$ cat config.mk
export PLATFORM = sky130hd
export DESIGN_NAME = regfile_writeback
export DESIGN_NICKNAME = d
export VERILOG_FILES = /design/src/rtl/regfile_writeback.sv
export SDC_FILE = /design/constraint.sdc
export NUM_CORES = 1
export LEC_CHECK = 0
export BUFFER_PORTS_ARGS = -buffer_cell sky130_fd_sc_hd__buf_4
export CORE_MARGIN = 5
export CORE_UTILIZATION = 40
export CTS_BUF_LIST = sky130_fd_sc_hd__clkbuf_16
export DETAILED_ROUTE_END_ITERATION = 10
export GPL_TIMING_DRIVEN = 0
export PLACE_DENSITY_LB_ADDON = 0.1
export REMOVE_ABC_BUFFERS = 1
export SLEW_MARGIN = 10
export SYNTH_ARGS = -nofsm -noshare
export SYNTH_HDL_FRONTEND = slang
export SYNTH_SLANG_ARGS = --single-unit
$ cat constraint.sdc
create_clock -name clk -period 1.6 [get_ports clk]
set_input_delay 0.16 -clock clk [delete_from_list [all_inputs] [get_ports clk]]
set_output_delay 0.16 -clock clk [all_outputs]
set_load 0.02 [all_outputs]
$ cat src/rtl/regfile_writeback.sv
// ---------------------------------------------------------------------------
// regfile_writeback
//   Write end of the datapath register file. A function-unit result on bus_D
//   is captured into a one-entry write-back stage, then committed to its
//   destination register on the following edge. Two combinational read ports
//   (A feeds MUX A, B feeds MUX B) see the pending stage through a bypass.
//
// Ports
//   clk, rst_n         rising-edge clock, asynchronous active-low reset
//   DA, RW, bus_D      write request: destination, strobe, data
//   AA, BA             read addresses for ports A and B
//   reg_A, reg_B       read data for ports A and B
//   wb_pend            stage holds an uncommitted write
//   wb_dest            destination of the pending write (0 when idle)
//   wr_count           committed-write counter, wraps silently
// ---------------------------------------------------------------------------
module regfile_writeback #(
    parameter int DATA_W  = 8,
    parameter int ADDR_W  = 3,
    parameter int R0_ZERO = 0
) (
    input  logic              clk,
    input  logic              rst_n,
    input  logic [ADDR_W-1:0] DA,
    input  logic              RW,
    input  logic [DATA_W-1:0] bus_D,
    input  logic [ADDR_W-1:0] AA,
    input  logic [ADDR_W-1:0] BA,
    output logic [DATA_W-1:0] reg_A,
    output logic [DATA_W-1:0] reg_B,
    output logic              wb_pend,
    output logic [ADDR_W-1:0] wb_dest,
    output logic [7:0]        wr_count
);
    localparam int NREG = 1 << ADDR_W;

    typedef enum logic {S_IDLE = 1'b0, S_PEND = 1'b1} wb_state_t;

    wb_state_t                      r_state;
    logic [ADDR_W-1:0]              r_dest;
    logic [DATA_W-1:0]              r_data;
    logic [7:0]                     r_cnt;
    logic [NREG-1:0][DATA_W-1:0]    r_regs;

    logic                           w_capture;
    logic [DATA_W-1:0]              w_rd_a;
    logic [DATA_W-1:0]              w_rd_b;

    // A write to R0 is dropped at the door when R0 is hard-wired, so it can
    // never reach the stage, the bypass or the counter.
    assign w_capture = RW && !((R0_ZERO != 0) && (DA == '0));

    // Commit of the current stage and capture of the next request share an
    // edge, so back-to-back writes keep the stage full without a bubble.
    always_ff @(posedge clk or negedge rst_n) begin
        if (!rst_n) begin
            r_state <= S_IDLE;
            r_dest  <= '0;
            r_data  <= '0;
            r_cnt   <= '0;
            r_regs  <= '0;
        end else begin
            if (r_state == S_PEND) begin
                r_regs[r_dest] <= r_data;
                r_cnt          <= r_cnt + 8'd1;
            end
            if (w_capture) begin
                r_state <= S_PEND;
                r_dest  <= DA;
                r_data  <= bus_D;
            end else begin
                r_state <= S_IDLE;
                r_dest  <= '0;
            end
        end
    end

    // Bypass comes from the stage only; a request on the inputs this cycle
    // is not visible until it has been captured.
    always_comb begin
        w_rd_a = r_regs[AA];
        if (r_state == S_PEND && r_dest == AA) w_rd_a = r_data;
        if ((R0_ZERO != 0) && AA == '0)        w_rd_a = '0;
    end

    always_comb begin
        w_rd_b = r_regs[BA];
        if (r_state == S_PEND && r_dest == BA) w_rd_b = r_data;
        if ((R0_ZERO != 0) && BA == '0)        w_rd_b = '0;
    end

    assign reg_A    = w_rd_a;
    assign reg_B    = w_rd_b;
    assign wb_pend  = (r_state == S_PEND);
    assign wb_dest  = r_dest;
    assign wr_count = r_cnt;

endmodule

**Yosys cells after proc, flatten, opt, wreduce, memory -nomap -nowiden**

Index checks and enable logic that the tools add are counted.

- Flip-flop bits (word level): 84
- Bits of input ports: 20
- Output and inout bits: 28
- Word-level logic and storage cells: 33

- Add/sub/neg operators: 1
- Order comparisons: 4
- Equal/unequal tests: 2
- Muxes and demuxes: 11
- Reduce and logical (&&, ||, !) cells: 3

Operators by type and width:

| cell | count |
|---|---|
| bitwise mux 64 bit | 1 |
| binary-select mux 8 bit (select 3 bit) | 2 |
| two-way mux 8 bit | 5 |
| demux 8 bit (select 3 bit) | 1 |
| < comparator 3 x 4 -> 1 bit (second input constant) | 3 |
| adder 8 x 1 -> 8 bit (second input constant) | 1 |
| equality test 3 bit | 2 |
| greater-or-equal comparator 3 x 1 -> 1 bit (second input constant) | 1 |
| logical AND 1 bit | 3 |
| two-way mux 3 bit | 1 |
| two-way mux 1 bit | 1 |

**Depth between registers and ports, before layout**

Gate-level depths: netlist (run 1).

- Depth in word-level cells: 5
- Depth in mapped cells: 5

**Worst setup path after synthesis (run 1)**

Ideal clock, no wire load.

- Path type: register to output
- Start point: reg r_dest[1], in the netlist wb_dest[1]
- End point: out reg_A[0]
- Arrival time: 1680 ps
- Required time: 1440 ps
- Slack: -240 ps
- Stages on the path, launching flop included: 5
- Buffers on the path: 1
- Cells stage by stage: dfrtp_1 clkbuf_1 xnor2_1 nand4_1 mux2_2

- Cells in the longest elaborated chain, start to end: 3

RTL lines:

| item | RTL line | source |
|---|---|---|
| from (decl) | 40 | `logic [ADDR_W-1:0] r_dest;` |
| from (signal assigned) | 58 | `r_dest <= '0;` |
| from (signal assigned) | 69 | `r_dest <= DA;` |
| from (signal assigned) | 73 | `r_dest <= '0;` |
| equality test 3 bit | 82 | `if (r_state == S_PEND && r_dest == AA) w_rd_a = r_data;` |
| logical AND 1 bit | 82 |  |
| two-way mux 8 bit | 82 |  |
| to (decl) | 29 | `output logic [DATA_W-1:0] reg_A,` |

No other way between the ends.

**Worst setup path in the final report (run 1)**

- Start point: reg r_regs[19] (netlist bit)
- End point: out reg_A[3]

- Cells in the longest elaborated chain, start to end: 3

RTL lines:

| item | RTL line | source |
|---|---|---|
| from (decl) | 43 | `logic [NREG-1:0][DATA_W-1:0] r_regs;` |
| from (signal, indexed assignment) | 64 | `r_regs[r_dest] <= r_data;` |
| binary-select mux 8 bit (select 3 bit) | 81 | `w_rd_a = r_regs[AA];` |
| two-way mux 8 bit (implied by the code) | 81 |  |
| two-way mux 8 bit | 82 |  |

No other way between the ends. The select of a mux whose other input is x is not followed.

==> out/results.ini, run 1 <==
[critical_path]
r2r_cells = 7
crit_fanout = 3
crit_type = flop to output port
crit_arrival_ns = 1.88
required_ns = 1.44
cp-start-kind = flop
critPathCaptureType = output port

[sta]
hold_viol_final = 1
hold_ws_ns = -0.00336
clock.fmax_mhz = 490
rsz0062_at_grt = yes
slew_headroom_pct = 28.1
worst-slew-pin-transition_ns = 1.08
worst_slack_ns = -0.440
setup_viol_count_final = 42
fin_crit_ns = 2.04
fin_skew_ns = 0.00340
finalMaxSlewViolations = 0
period_share_pct = 128

[placement]
gp_congestion = 0.688
portBuffers = 47
hpwl_mm = 6.19
dpl_worst_slack_ns = -0.665
dpl.cell_count = 447

[final_layout]
final_common_cell = dfrtp_1
fin_cells = 490
diodes = 0
layout_common_cells = 80 x dfrtp_1, 52 x mux2_4, 49 x buf_4
drive_above_1_share_pct = 61.1
nets = 367
syn2layout_area_growth_pct = 26.6

[min_path]
hp-class = input pin to async pin

[clocking]
clk_latency_ns = 0.33
clkTransAtPathRegs_ns = 0.06
htreeDepth = 3
cts_buffers = 9
cts_tree = yes
cts-root-buf = clkbuf_16
cts.sinks = 84
cts_hold_buf = 0
cts_buffer_depth = 2

[grt]
grt_pass1_wl_mm = 16.8
grt_use_total_pct = 16.9
globalRoute.totalOverflow = 0
grt_pass1_vias = 2973
grt_max_degree = 85
antenna_found_initial = 0

[floorplan]
die_h_um = 116
num_io_pins = 48
die_area_um2 = 13600
initial_utilization_pct = 41.3
core_area_um2 = 11000
placementRows = 38
die_w_um = 116

[synthesis]
synth_compound_area_share_pct = 0
synth_flop_cell = dfrtp_1
syn_inst = 283
synthMuxAreaShare_pct = 43.6
yosys-top-cells-area = dfrtp_1 46%, mux2_2 13%, mux2_1 12%, mux4_1 10%, mux4_2 7.0%
synth_edf_count = 0
netlist.area_leader.share_pct = 46.4
synth_top_cell_by_area = dfrtp_1
yosys.area_share.xor_xnor_pct = 2.51
ys_seq_elements = 84
async_reset_ff_share_pct = 100
synth_top_family_by_area = multiplexers
synth_fa_ha_area_share_pct = 0.276
avgSynthCellArea_um2 = 16.0
yosysSeqAreaShare_pct = 46.4
yosysWarnings = 0
synthSimpleGateAreaFrac_pct = 3.64
synth_area_um2 = 4530
synth_cell_types = 24

[power_and_ir_drop]
p_seq_share_pct = 39.7
p_sw_uw = 2190
swShare_pct = 27.7
power_uw = 7910
clkPwrFrac_pct = 29.4
p_int_uw = 5710
pwr-share-comb_pct = 30.9
power_density_nw_per_um2 = 1380
vdd_ir_drop_max_uv = 1170
cellLeakagePower_uw = 0.00257

[drt]
wl_per_cell_um = 22.3
via_per_inst = 5.56
postRouteAntennaNets = 0
drc = 0
num_vias = 2722
dr.pass1.iters = 4
wl_mm = 10.9
drt_iter0_markers = 108

[status]
failed_checks = hold timing, setup timing
status = complete, but fails checks

[job]
maxCapViolations = 0

[through the flow]
stage	util [%]	TNS, ns	instance area, µm²	hold slack, ns
6_report	52.2	-8.68	5740	-0.00336
2_1_floorplan	-	-5.56	4370	-0.136
3_3_place_gp	44.6	-39.76	4900	0.375
5_1_grt	52.2	-10.74	5740	0.0483
4_1_cts	50.4	-6.98	5530	0.0279
3_5_place_dp	44.6	-40.93	4900	0.380
[logic make-up (layout without fill, tap and decap cells)]
kind of cell / Yosys count / after routing
and+or+nand+nor: 25 / 25
adders and majority gates: 1 / 1
xor gates and xnor gates: 13 / 13
DFF: 84 / 84
buffers and inverters: 23 / 90
muxes: 137 / 137
[critical path, stage by stage (launching register included)]
cell and delay [ns]:
dfrtp_1 0.40, mux4_2 0.48, mux2_4 0.28, mux2_4 0.26, buf_6 0.13
[sequential cells by signal, indices dropped and copies added (netlist names)]
register  flops
r_data        8
r_regs       64
wb_dest       3
wb_pend       1
wr_count      8
[per-layer routing]
layer,global-route usage (%),part of all wire [%],vias up
li1,-,-,1199
met1,22.5,46,1443
met2,28.0,49,63
met3,3.42,4.0,17
met4,5.03,1.8,0
met5,0,0,-
[power groups by stage]
| stage | sequential, µW | combinational, µW | clock (µW) |
|---|---|---|---|
| 2_1_floorplan | 3090 | 1260 | 0 |
| 3_5_place_dp | 3130 | 1990 | 0 |
| 6_report | 3140 | 2440 | 2330 |
| 4_1_cts | 3110 | 2260 | 2380 |
| 3_3_place_gp | 3090 | 1960 | 0 |
| 5_1_grt | 3210 | 2610 | 2450 |
[synth_stat cells, types with 2 or more instances]
| master | instances |
|---|---|
| buf_2 | 4 |
| mux2_4 | 2 |
| nor3b_2 | 2 |
| nand4b_1 | 3 |
| mux4_1 | 18 |
| nand2_1 | 5 |
| mux2_2 | 54 |
| dfrtp_1 | 84 |
| xnor2_1 | 9 |
| xor2_1 | 4 |
| mux2_1 | 49 |
| nor3_2 | 2 |
| mux4_2 | 14 |
| clkbuf_1 | 12 |
| buf_8 | 2 |
| and2_1 | 3 |
| buf_12 | 2 |
| buf_6 | 2 |
| nand4_1 | 6 |
| nor2_1 | 2 |
[repair_timing]
action / 4_1_cts / 5_1_grt
setup buffers: 22 / 6
endpoints found under the setup margin: 80 / 43
resized for setup: 63 / 41
pin swaps: 6 / 3
[layout make-up]
type                            count  area [µm²]
Fill cell                         939        5250
Multi-Input combinational cell    176        2430
Sequential cell                    84        2110
Timing Repair Buffer               75         691
Clock buffer                        9         225
Tap cell                          140         175
Clock inverter                      6         105
[path summary, 6_finish.rpt]
check	from	to	slack [ns]
worst max-delay path	r_regs[19]$_DFFE_PN0P_	reg_A[3]	-0.44
worst min-delay path	rst_n	r_regs[37]$_DFFE_PN0P_	-0.003
worst max register to register	wb_pend$_DFF_PN0_	r_regs[4]$_DFFE_PN0P_	-0.11
worst min register to register	wr_count[7]$_DFFE_PN0P_	wr_count[7]$_DFFE_PN0P_	0.47
max in group asynchronous	rst_n	wb_dest[0]$_DFF_PN0_	0.81
min in group clk	DA[1]	wb_dest[1]$_DFF_PN0_	0.04
Note: power is estimated with default switching activity, not from simulation.
==> run 2, diff against run 1 <==
Settings changed: RECOVER_POWER set to 50.
==> out/results.ini, run 2 (synthesis results as in run 1) <==
[floorplan]
initial_utilization_pct = 41.3  ; unchanged
die_h_um = 116  ; unchanged
die_area_um2 = 13600  ; unchanged
core_area_um2 = 11000  ; unchanged
num_io_pins = 48  ; unchanged
placementRows = 38  ; unchanged
die_w_um = 116  ; unchanged

[critical_path]
required_ns = 1.44  ; about the same
crit_start = r_regs[19]$_DFFE_PN0P_
crit_type = flop to output port
crit_arrival_ns = 1.88  ; about the same
cp-start-kind = flop
crit_fanout = 3  ; unchanged
timing.rr.start = wb_pend$_DFF_PN0_
cp-endpoint = reg_A[3]
r2r_slack_ns = -0.10  ; about the same
timing.rr.end = r_regs[4]$_DFFE_PN0P_
critPathCaptureType = output port
r2r_cells = 7  ; unchanged

[sta]
period_share_pct = 128  ; about the same
worst-slew-pin-transition_ns = 1.17  ; +0.0941 ns
fin_skew_ns = 0.00342  ; +0.0000164 ns
rsz0062_at_grt = yes
fin_crit_ns = 2.04  ; -0.000280 ns
setup_tns_ns = -8.61  ; +0.0786 ns
worst_slack_ns = -0.440  ; +0.000280 ns
setup_viol_count_final = 41  ; -2.4%
hold_viol_final = 0  ; -1
slew_headroom_pct = 21.9  ; -6.3 points
finalMaxSlewViolations = 0  ; unchanged
clock.fmax_mhz = 490  ; about the same

[power_and_ir_drop]
vdd_ir_drop_max_uv = 1170  ; about the same
power_density_nw_per_um2 = 1380  ; about the same
power_uw = 7900  ; about the same
cellLeakagePower_uw = 0.00257  ; -0.24%

[clocking]
cts_buffers = 9  ; unchanged
htreeDepth = 3  ; unchanged
cts-root-buf = clkbuf_16
clk_latency_ns = 0.33  ; about the same
clkTransAtPathRegs_ns = 0.06  ; about the same
cts_tree = yes
cts_buffer_depth = 2  ; unchanged
cts.sinks = 84  ; unchanged

[drt]
drc = 0  ; unchanged
wl_per_cell_um = 22.3  ; about the same
postRouteAntennaNets = 0  ; unchanged
dr.pass1.iters = 4  ; unchanged
via_per_inst = 5.57  ; +0.29%
drt_iter0_markers = 108  ; unchanged
wl_mm = 10.9  ; about the same
num_vias = 2730  ; +0.29%

[grt]
met1_usage_pct = 22.5  ; unchanged
use_met2_pct = 28.0  ; unchanged
antenna_found_initial = 0  ; unchanged
globalRoute.totalOverflow = 0  ; unchanged
grt_max_degree = 85  ; unchanged
grt_busiest_layer = met2
grt_pass1_vias = 2973  ; unchanged
grt_pass1_wl_mm = 16.8  ; unchanged
grt_use_total_pct = 16.9  ; unchanged
met3_usage_pct = 3.42  ; unchanged

[min_path]
hp-class = input pin to flop
worstHoldStart = DA[1]

[placement]
hpwl_mm = 6.19  ; unchanged
portBuffers = 47  ; unchanged
dpl_worst_slack_ns = -0.665  ; unchanged
gp_congestion = 0.688  ; unchanged

[status]
status = complete, but fails checks
failed_checks = setup timing

[final_layout]
diodes = 0  ; unchanged
top_register = r_regs
drive_above_1_share_pct = 60.9  ; -0.29 points
layout_common_cells = 80 x dfrtp_1, 52 x mux2_4, 47 x buf_4
nets = 367  ; unchanged
final_common_cell = dfrtp_1
fill_cells = 941  ; +0.21%
syn2layout_area_growth_pct = 26.5  ; about the same
largest_reg_flops = 64  ; unchanged

[job]
maxCapViolations = 0  ; unchanged

==> run 2: changes by cell type in the layout (fill, tap and decap cells not counted) <==
cell	change
clkbuf_1	+1
and2_0	+3
and2_1	-3
buf_4	-2
clkbuf_4	+1
==> run 2: per-layer routing <==
metal / wire length, µm / share of wire, %
met1: 4990 / 46
met2: 5310 / 49
met3: 443 / 4.0
met4: 204 / 1.9
met5: 0 / 0
==> run 2: worst min path at each step <==
stage / end / slack (ns) / cells past startpoint
global route: r_data[7]$_DFFE_PN0P_ / 0.05 / 2
detailed placement: wb_dest[1]$_DFF_PN0_ / 0.38 / 2
CTS: wb_dest[1]$_DFF_PN0_ / 0.03 / 2
floorplan: r_data[0]$_DFFE_PN0P_ / -0.14 / 0
finish: wb_dest[1]$_DFF_PN0_ / 0.04 / 2
global placement: wb_dest[0]$_DFF_PN0_ / 0.38 / 2
==> run 2: repair_timing <==
action,in CTS,in global routing
pin swaps,6,3
buffers inserted,22,6
hold buffers,0,0
endpoints found under the setup margin,80,43
gates resized for setup,63,41
==> run 2: through the flow <==
| stage | util (%) | cells | area (µm²) | hold slack (ns) |
|---|---|---|---|---|
| floorplan | - | 260 | 4370 | -0.136 |
| global placement | 44.6 | 447 | 4900 | 0.375 |
| detailed placement | 44.6 | 447 | 4900 | 0.380 |
| CTS | 50.4 | 484 | 5530 | 0.0279 |
| global route | 52.2 | 490 | 5730 | 0.0494 |
| finish | 52.2 | 490 | 5730 | 0.0402 |
==> run 2: critical path, cell delays in order (launching register included) <==
cell and delay (ns):
dfrtp_1 0.40, mux4_2 0.48, mux2_4 0.28, mux2_4 0.26
buf_6 0.13
==> run 2: area by class of cell <==
type	instances	area [µm²]	share of cell area (%)
clock inverters	6	105	1.83
flip-flops and latches	84	2110	36.7
well taps	140	175	3.05
repair buffers	75	687	12.0
multi-input cells	176	2430	42.5
clock buffers	9	225	3.93
==> run 2: where the power goes <==
part / switching (µW) / internal (µW)
clock: 822 / 1510
combinational: 883 / 1560
sequential: 486 / 2650
